### config.mk
export PLATFORM = sky130hd
export DESIGN_NAME = mult_seq
export DESIGN_NICKNAME = d
export VERILOG_FILES = /design/src/rtl/mult_seq.sv
export SDC_FILE = /design/constraint.sdc
export NUM_CORES = 1
export LEC_CHECK = 0
export ABC_AREA = 1
export CELL_PAD_IN_SITES_DETAIL_PLACEMENT = 1
export CELL_PAD_IN_SITES_GLOBAL_PLACEMENT = 1
export CORE_MARGIN = 2
export CORE_UTILIZATION = 30
export CTS_BUF_LIST = sky130_fd_sc_hd__clkbuf_16
export DETAILED_ROUTE_END_ITERATION = 8
export MAX_ROUTING_LAYER = met4
export PLACE_DENSITY_LB_ADDON = 0.1
export SLEW_MARGIN = 40
export SYNTH_ARGS = -nofsm -noshare
export SYNTH_HDL_FRONTEND = slang
export SYNTH_SLANG_ARGS = --single-unit
### constraint.sdc
create_clock -name clk -period 1.7 [get_ports clk]
set_clock_uncertainty 0.2 [all_clocks]
set_input_delay 0.17 -clock clk [delete_from_list [all_inputs] [get_ports clk]]
set_output_delay 0.17 -clock clk [all_outputs]
set_load 0.01 [all_outputs]
### src/rtl/mult_seq.sv
// mult_seq: HI/LO owner and sequencer for the external 32x32 multiplier.
// Magnitude operands in, sign-corrected 64-bit product out.
module mult_seq #(
  parameter int unsigned LATENCY = 2
) (
  input  logic        clk,
  input  logic        rst,
  input  logic        start,
  input  logic [1:0]  op,
  input  logic [31:0] rs_data,
  input  logic [31:0] rt_data,
  input  logic        cancel,
  output logic [31:0] mul_a,
  output logic [31:0] mul_b,
  input  logic [63:0] mul_z,
  output logic        busy,
  output logic        done,
  output logic [31:0] hi,
  output logic [31:0] lo
);

  localparam logic [1:0] OP_MULTU = 2'b00;
  localparam logic [1:0] OP_MULT  = 2'b01;
  localparam logic [1:0] OP_MTHI  = 2'b10;
  localparam logic [1:0] OP_MTLO  = 2'b11;

  localparam logic [3:0] CNT_INIT = 4'(LATENCY - 1);

  typedef enum logic {IDLE, MUL} state_t;

  state_t      state;
  state_t      state_nx;
  logic [3:0]  cnt;
  logic        neg;
  logic        accept;
  logic        mul_go;
  logic        finish;
  logic [31:0] abs_a;
  logic [31:0] abs_b;
  logic [63:0] prod;

  assign accept = (state == IDLE) && start && !cancel;
  assign mul_go = accept && !op[1];
  assign finish = (state == MUL) && (cnt == 4'd0) && !cancel;
  assign busy   = (state == MUL);

  assign abs_a = rs_data[31] ? (~rs_data + 32'd1) : rs_data;
  assign abs_b = rt_data[31] ? (~rt_data + 32'd1) : rt_data;
  assign prod  = neg ? (~mul_z + 64'd1) : mul_z;

  // State register
  always_ff @(posedge clk) begin
    if (rst) state <= IDLE;
    else     state <= state_nx;
  end

  // Next state: enter MUL on a multiply, leave on cancel or last cycle
  always_comb begin
    state_nx = state;
    unique case (state)
      IDLE: if (mul_go) state_nx = MUL;
      MUL:  if (cancel || cnt == 4'd0) state_nx = IDLE;
      default: state_nx = IDLE;
    endcase
  end

  // Settle counter, loaded on accept and run down while in MUL
  always_ff @(posedge clk) begin
    if (rst)                          cnt <= 4'd0;
    else if (mul_go)                  cnt <= CNT_INIT;
    else if (busy && cnt != 4'd0)     cnt <= cnt - 4'd1;
  end

  // Operand and sign capture, only on a multiply accept
  always_ff @(posedge clk) begin
    if (rst) begin
      mul_a <= 32'd0;
      mul_b <= 32'd0;
      neg   <= 1'b0;
    end else if (mul_go) begin
      if (op == OP_MULT) begin
        mul_a <= abs_a;
        mul_b <= abs_b;
        neg   <= rs_data[31] ^ rt_data[31];
      end else begin
        mul_a <= rs_data;
        mul_b <= rt_data;
        neg   <= 1'b0;
      end
    end
  end

  // HI/LO: product write on finish, direct moves on MTHI/MTLO
  always_ff @(posedge clk) begin
    if (rst) begin
      hi <= 32'd0;
      lo <= 32'd0;
    end else if (finish) begin
      hi <= prod[63:32];
      lo <= prod[31:0];
    end else if (accept && op == OP_MTHI) begin
      hi <= rs_data;
    end else if (accept && op == OP_MTLO) begin
      lo <= rs_data;
    end
  end

  // One-cycle completion pulse
  always_ff @(posedge clk) begin
    if (rst) done <= 1'b0;
    else     done <= finish;
  end

  logic unused_op;
  assign unused_op = (OP_MULTU == 2'b00);

endmodule

==> qor.csv, run 1 <==
metric,value,unit
ys flop type,dfxtp_1,
Port Buffer Count,263,
critical path's top delay family,buffers and inverters,
Final #Nets,2315,
worst skew pair latency,0.45,ns
crit path kind,flip-flop to flip-flop,
post-DP HPWL,41.5,mm
first-pass GRT wire length,78.4,mm
CTS Buffer Depth,2,
vias in the first global route,13600,
min-delay worst type,input port to flip-flop,
worst path buffer plus inverter count,5,
Antenna Nets Post-Route,0,
Pleak,8.37,nW
worst slack at placement,-0.709,ns
Area after DPL,14900,sq um
Starting DRT DRC Count,680,
crit-path cells,"inv_2, ha_4, nand3_4, nor2_4, nand2_4, buf_12, nor2_8, buf_12, buf_12, buf_6, nand2_2, o21ai_2",
vias per cell,5.09,
initial antenna violation count,0,
Core Box Area,30700,sq um
post-route design area,17100,sq um
Post-Syn Area,9410,sq um
# diodes,0,
synthesis-to-finish area growth,82.1,%
Clock Sinks,135,
Residual DRC,0,
failing checks,setup timing,
Max Fclk,511,MHz
Initial Util,30.6,%
post-layout utilization of the core,55.7,%
Die W,181,um
layout cell share with drive strength beyond 1,30.4,%
VDD IR max,0.000717,V
synth warn,0,
pin count of the biggest net entering global routing,43,
Slew HR,62.3,%
total global routing overflow,0,
"Max stage delay cell, worst path",dfxtp_2,
drt pass-1 iters,5,
Max Cap Viol,0,
Max stage delay on crit path,0.33,ns
Worst Tran Pin Value,0.560,ns
Die H,181,um
Synth cell types,49,
placed cells,2510,
Arrival @ worst endpoint,2.14,ns
syn nets,1713,
row count,64,
Routed WL,54.4,mm
PwrDens,572,nW/um^2
worst path setup slack after routing,-0.257,ns
sequential share of the synthesized area,28.7,%
cts bufs inserted,17,
TritonCTS clock tree,done,
drt wl/cell,21.0,um
"most used cell, CP",buf_12,
CTS H-Tree Depth,4,
outcome,"complete, but fails checks",
CP required,1.89,ns
minimum clock period,1.96,ns
period utilization,115,%
share of flip-flops with an asynchronous set or reset,0,%
setup TNS,-12.33,ns
RSZ-0062 raised after global routing,yes,
startpoint types,flip-flop,
Finished Layout Cells,2584,
maximum fanout along the worst path,5,
Via Count,13100,
type of destination of the critical path,flip-flop,
DIE AREA,32800,sq um
final hold vios,0,
Final setup violation count,66,
synthesized area per cell,5.98,sq um
Post-synth EDFFs,0,
total track usage,32.5,%
Slew Limit Fails,0,
Final Wtd Congestion,0.975,
Worst-path clk slew,0.07,ns
CTS Root Cell,clkbuf_16,
synthesis-stage register bit count,135,
Post-Syn Instances,1574,
num ports,264,
-- stage by stage --
| stage | total power [mW] | hold slack [ns] |
|---|---|---|
| CTS | 9.70 | 0.107 |
| detailed placement | 5.64 | 0.240 |
| global placement | 5.60 | 0.238 |
| finish | 9.80 | 0.0325 |
| floorplan | 4.18 | 0.0723 |
| global route | 10.2 | 0.0578 |
-- timing repair --
item                                   4_1_cts  5_1_grt
gates cloned                                 8        5
hold buffers                                 1        0
pin swaps                                   15       50
buffers inserted                            16       13
endpoints found under the hold margin        1        0
setup endpoints to repair                  234      129
resized for setup                          261      232
-- routing by layer --
layer  vias to the layer above  global-route usage (%)  share of wire [%]
met1                      6369                    38.5                 43
met2                       388                    53.6                 48
met3                        86                    6.09                5.3
met4                         0                    14.6                4.0
met5                         -                       -                  0
li1                       6306                       -                  -
-- layout by cell type (no fill, tap or decap), drive strengths merged, types with 7 or more instances in the layout --
master and n:
a21oi 32, buf 373, clkbuf 22, clkdlybuf4s50 121
clkinv 8, dfxtp 135, dlygate4sd2 122, dlymetal6s2s 20
inv 133, nand2 555, nand3 168, nand3b 13
nand4 20, nor2 202, nor3 12, o21ai 169
or2 7, xnor2 8, xor2 20
-- registers in the layout, indices dropped and copies added (netlist names) --
name   flops
hi        32
done       1
neg        1
mul_b     32
busy       1
cnt        4
lo        32
mul_a     32
-- power by group --
part | internal, mW | switching, mW
Combinational | 1.19 | 1.27
Sequential | 3.28 | 0.0844
Clock | 2.31 | 1.67
Total | 6.78 | 3.02
-- Yosys cell counts (7+ instances only) --
| cell | instances | area share, % |
|---|---|---|
| clkbuf_1 | 15 | 0.60 |
| nor2_1 | 182 | 7.3 |
| nand3b_1 | 12 | 0.96 |
| xor2_1 | 20 | 1.9 |
| nand2_2 | 12 | 0.80 |
| nand4_1 | 18 | 1.2 |
| o21ai_1 | 36 | 1.9 |
| nand2_1 | 540 | 22 |
| inv_2 | 10 | 0.40 |
| nand3_1 | 165 | 8.8 |
| xnor2_1 | 8 | 0.74 |
| inv_1 | 121 | 4.8 |
| buf_4 | 7 | 0.56 |
| nor3_1 | 9 | 0.48 |
| dfxtp_1 | 135 | 29 |
| buf_2 | 27 | 1.4 |
| nor2_2 | 11 | 0.73 |
| o21ai_0 | 125 | 6.6 |
| a21oi_1 | 32 | 1.7 |
-- cells by family after synthesis --
| kind of cell | share of synthesized area [%] |
|---|---|
| and+or+nand+nor | 45.6 |
| AOI/OAI and AO/OA | 13.8 |
| DFF | 28.7 |
| xor gates and xnor gates | 2.61 |
| buffers and inverters | 8.64 |
| adders and majority gates | 0.665 |
-- worst register-to-register path: cells and delay by family, from the launching register on --
| kind | cells | cell delay, ns |
|---|---|---|
| and+or+nand+nor | 5 | 0.51 |
| buffers and inverters | 5 | 0.60 |
| AOI/OAI and AO/OA | 1 | 0.11 |
| DFF | 1 | 0.33 |
| adders and majority gates | 1 | 0.14 |
-- path summary, 6_finish.rpt --
path,start,end,slack [ns],depth (start not counted)
setup / recovery,cnt[0],hi[1],-0.26,12
hold / removal,rs_data[4],mul_a[4],0.03,3
setup reg to reg,cnt[0],hi[1],-0.26,12
hold reg to reg,mul_b[19],mul_b[19],0.25,2
-- cell type report --
cell class	instances	area [sq um]
clock inverter	14	176
fill	3949	13600
inverter	132	541
sequential	135	2720
tap	396	495
clock buffer	17	425
timing repair buffer	643	6000
multi-input combinational	1247	6780
Power figures use the tool's default switching activity.
==> run 2, diff against run 1 <==
--- a/config.mk
+++ b/config.mk
@@ -9,7 +9,7 @@
 export CELL_PAD_IN_SITES_DETAIL_PLACEMENT = 1
 export CELL_PAD_IN_SITES_GLOBAL_PLACEMENT = 1
 export CORE_MARGIN = 2
-export CORE_UTILIZATION = 30
+export CORE_UTILIZATION = 33
 export CTS_BUF_LIST = sky130_fd_sc_hd__clkbuf_16
 export DETAILED_ROUTE_END_ITERATION = 8
 export MAX_ROUTING_LAYER = met4
==> constraint.sdc (replaced) <==
create_clock -name clk -period 2 [get_ports clk]
set_clock_uncertainty 0.2 [all_clocks]
set_input_delay 0.2 -clock clk [delete_from_list [all_inputs] [get_ports clk]]
set_output_delay 0.2 -clock clk [all_outputs]
set_load 0.01 [all_outputs]
==> qor.csv, run 2 (same netlist as run 1, synthesis figures left out) <==
metric,value,unit,change
Worst Tran Pin Value,0.510,ns,was 0.560 ns
Finished Layout Cells,2522,,was 2584
crit path kind,input port to flip-flop,,was flip-flop to flip-flop
post-route design area,15800,sq um,was 17100 sq um
Worst-path clk slew,0.07,ns,about the same
Slew Limit Fails,0,,unchanged
type of destination of the critical path,flip-flop,,unchanged
PwrDens,513,nW/um^2,was 572 nW/um^2
pin count of the biggest net entering global routing,65,,was 43
total track usage,34.7,%,was 32.5%
Final #Nets,2270,,was 2315
Die H,173,um,was 181 um
Starting DRT DRC Count,863,,was 680
DIE AREA,29900,sq um,was 32800 sq um
outcome,finished clean,,"was complete, but fails checks"
period utilization,99.1,%,
initial antenna violation count,0,,unchanged
worst slack at placement,-0.475,ns,was -0.709 ns
layout cell share with drive strength beyond 1,22.3,%,was 30.4%
post-layout utilization of the core,56.4,%,was 55.7%
drt wl/cell,20.9,um,was 21.0 um
Slew HR,65.7,%,was 62.3%
most frequent cells in the layout,"nand2_1, buf_4, clkdlybuf4s50_1",,"was nand2_1, buf_4, nor2_1"
CTS Root Cell,clkbuf_16,,unchanged
Final setup violation count,0,,was 66
Power Total,8.09,mW,was 9.80 mW
R2R depth,11,,was 12
Pleak,7.08,nW,was 8.37 nW
TritonCTS clock tree,done,,unchanged
placed cells,2479,,was 2510
num ports,264,,unchanged
# diodes,0,,unchanged
worst skew pair latency,0.44,ns,was 0.45 ns
cts bufs inserted,17,,unchanged
Die W,173,um,was 181 um
Initial Util,33.7,%,was 30.6%
min-delay worst type,input port to flip-flop,,unchanged
vias per cell,5.21,,was 5.09
maximum fanout along the worst path,3,,was 5
Port Buffer Count,263,,unchanged
Routed WL,52.7,mm,was 54.4 mm
FF-to-FF setup slack,0.05,ns,was -0.26 ns
first-pass GRT wire length,78.3,mm,was 78.4 mm
Clock Sinks,135,,unchanged
Residual DRC,0,,unchanged
Final Wtd Congestion,0.972,,was 0.975
Antenna Nets Post-Route,0,,unchanged
RR Startpoint,cnt[1],,was cnt[0]
"most common cell after layout, fill and taps aside",nand2_1,,unchanged
row count,61,,was 64
vias in the first global route,13900,,was 13600
Via Count,13100,,about the same
Max Fclk,505,MHz,
FILL cells,3732,,was 3949
crit path capture,hi[15],,was hi[1]
CTS H-Tree Depth,4,,unchanged
CP required,2.11,ns,was 1.89 ns
minimum clock period,1.98,ns,
startpoint types,input port,,was flip-flop
post-DP HPWL,41.3,mm,was 41.5 mm
RR Endpoint,lo[5],,was hi[1]
Area after DPL,14900,sq um,about the same
VDD IR max,0.000435,V,was 0.000717 V
Core Box Area,27900,sq um,was 30700 sq um
CTS Buffer Depth,2,,unchanged
worst path setup slack after routing,0.0184,ns,was -0.257 ns
drt pass-1 iters,5,,unchanged
critical path startpoint,mul_z[46],,was cnt[0]
Arrival @ worst endpoint,2.09,ns,was 2.14 ns
Max Cap Viol,0,,unchanged
synthesis-to-finish area growth,67.6,%,was 82.1%
total global routing overflow,0,,unchanged
final hold vios,0,,unchanged
==> run 2: area by class of cell <==
cell class | count | area, sq um | share of cell area, %
Clock inverter | 15 | 153 | 0.968
Tap cell | 378 | 473 | 3.00
Clock buffer | 17 | 425 | 2.70
Sequential cell | 135 | 2710 | 17.2
Timing Repair Buffer | 598 | 5440 | 34.5
Multi-Input combinational cell | 1247 | 6070 | 38.5
Inverter | 132 | 504 | 3.20
==> run 2: stage by stage <==
stage,TNS [ns],hold slack (ns)
5_1_grt,-0.143,0.221
3_5_place_dp,-27.34,0.244
2_1_floorplan,0,0.102
4_1_cts,0,0.177
6_report,0,0.178
3_3_place_gp,-21.92,0.237
==> run 2: worst min-delay path by stage <==
stage	startpoint	slack [ns]	endpoint	cells past startpoint
6_report	mul_z[63]	0.18	hi[31]	4
5_1_grt	mul_z[63]	0.22	hi[31]	4
4_1_cts	mul_z[63]	0.18	hi[31]	4
3_5_place_dp	mul_b[15]	0.24	mul_b[15]	2
3_3_place_gp	mul_b[29]	0.24	mul_b[29]	2
2_1_floorplan	cancel	0.10	busy	1
==> run 2: per-layer routing <==
metal / wire, um / up-vias / global-route usage, %
li1: - / 6218 / -
met1: 21700 / 6366 / 39.3
met2: 26700 / 435 / 61.8
met3: 1960 / 110 / 3.91
met4: 2350 / 0 / 14.8
met5: 0 / - / -
==> run 2: where the power goes <==
group          total [mW]  leakage (nW)  switching [mW]  internal [mW]
logic                1.98          5.71            1.00          0.976
clock network        3.25         0.273            1.41           1.84
registers            2.86          1.10          0.0753           2.79
==> run 2: what timing repair did <==
| action | in CTS | in global routing |
|---|---|---|
| buffers inserted | 6 | 3 |
| pin swaps | 2 | 7 |
| endpoints found under the setup margin | 7 | 78 |
| gates cloned | 1 | 1 |
| gates resized for setup | 21 | 57 |
| hold buffers | 0 | 0 |
==> run 2: critical path: stages <==
cell and delay [ns]:
clkdlybuf4s50_1 0.45, nor2_1 0.27, nand3_1 0.23, nor2_1 0.18, nand2_1 0.12, inv_1 0.13, nand2_2 0.11, nand2_1 0.10
nand2_1 0.06, nand3_1 0.14, nand2_1 0.10
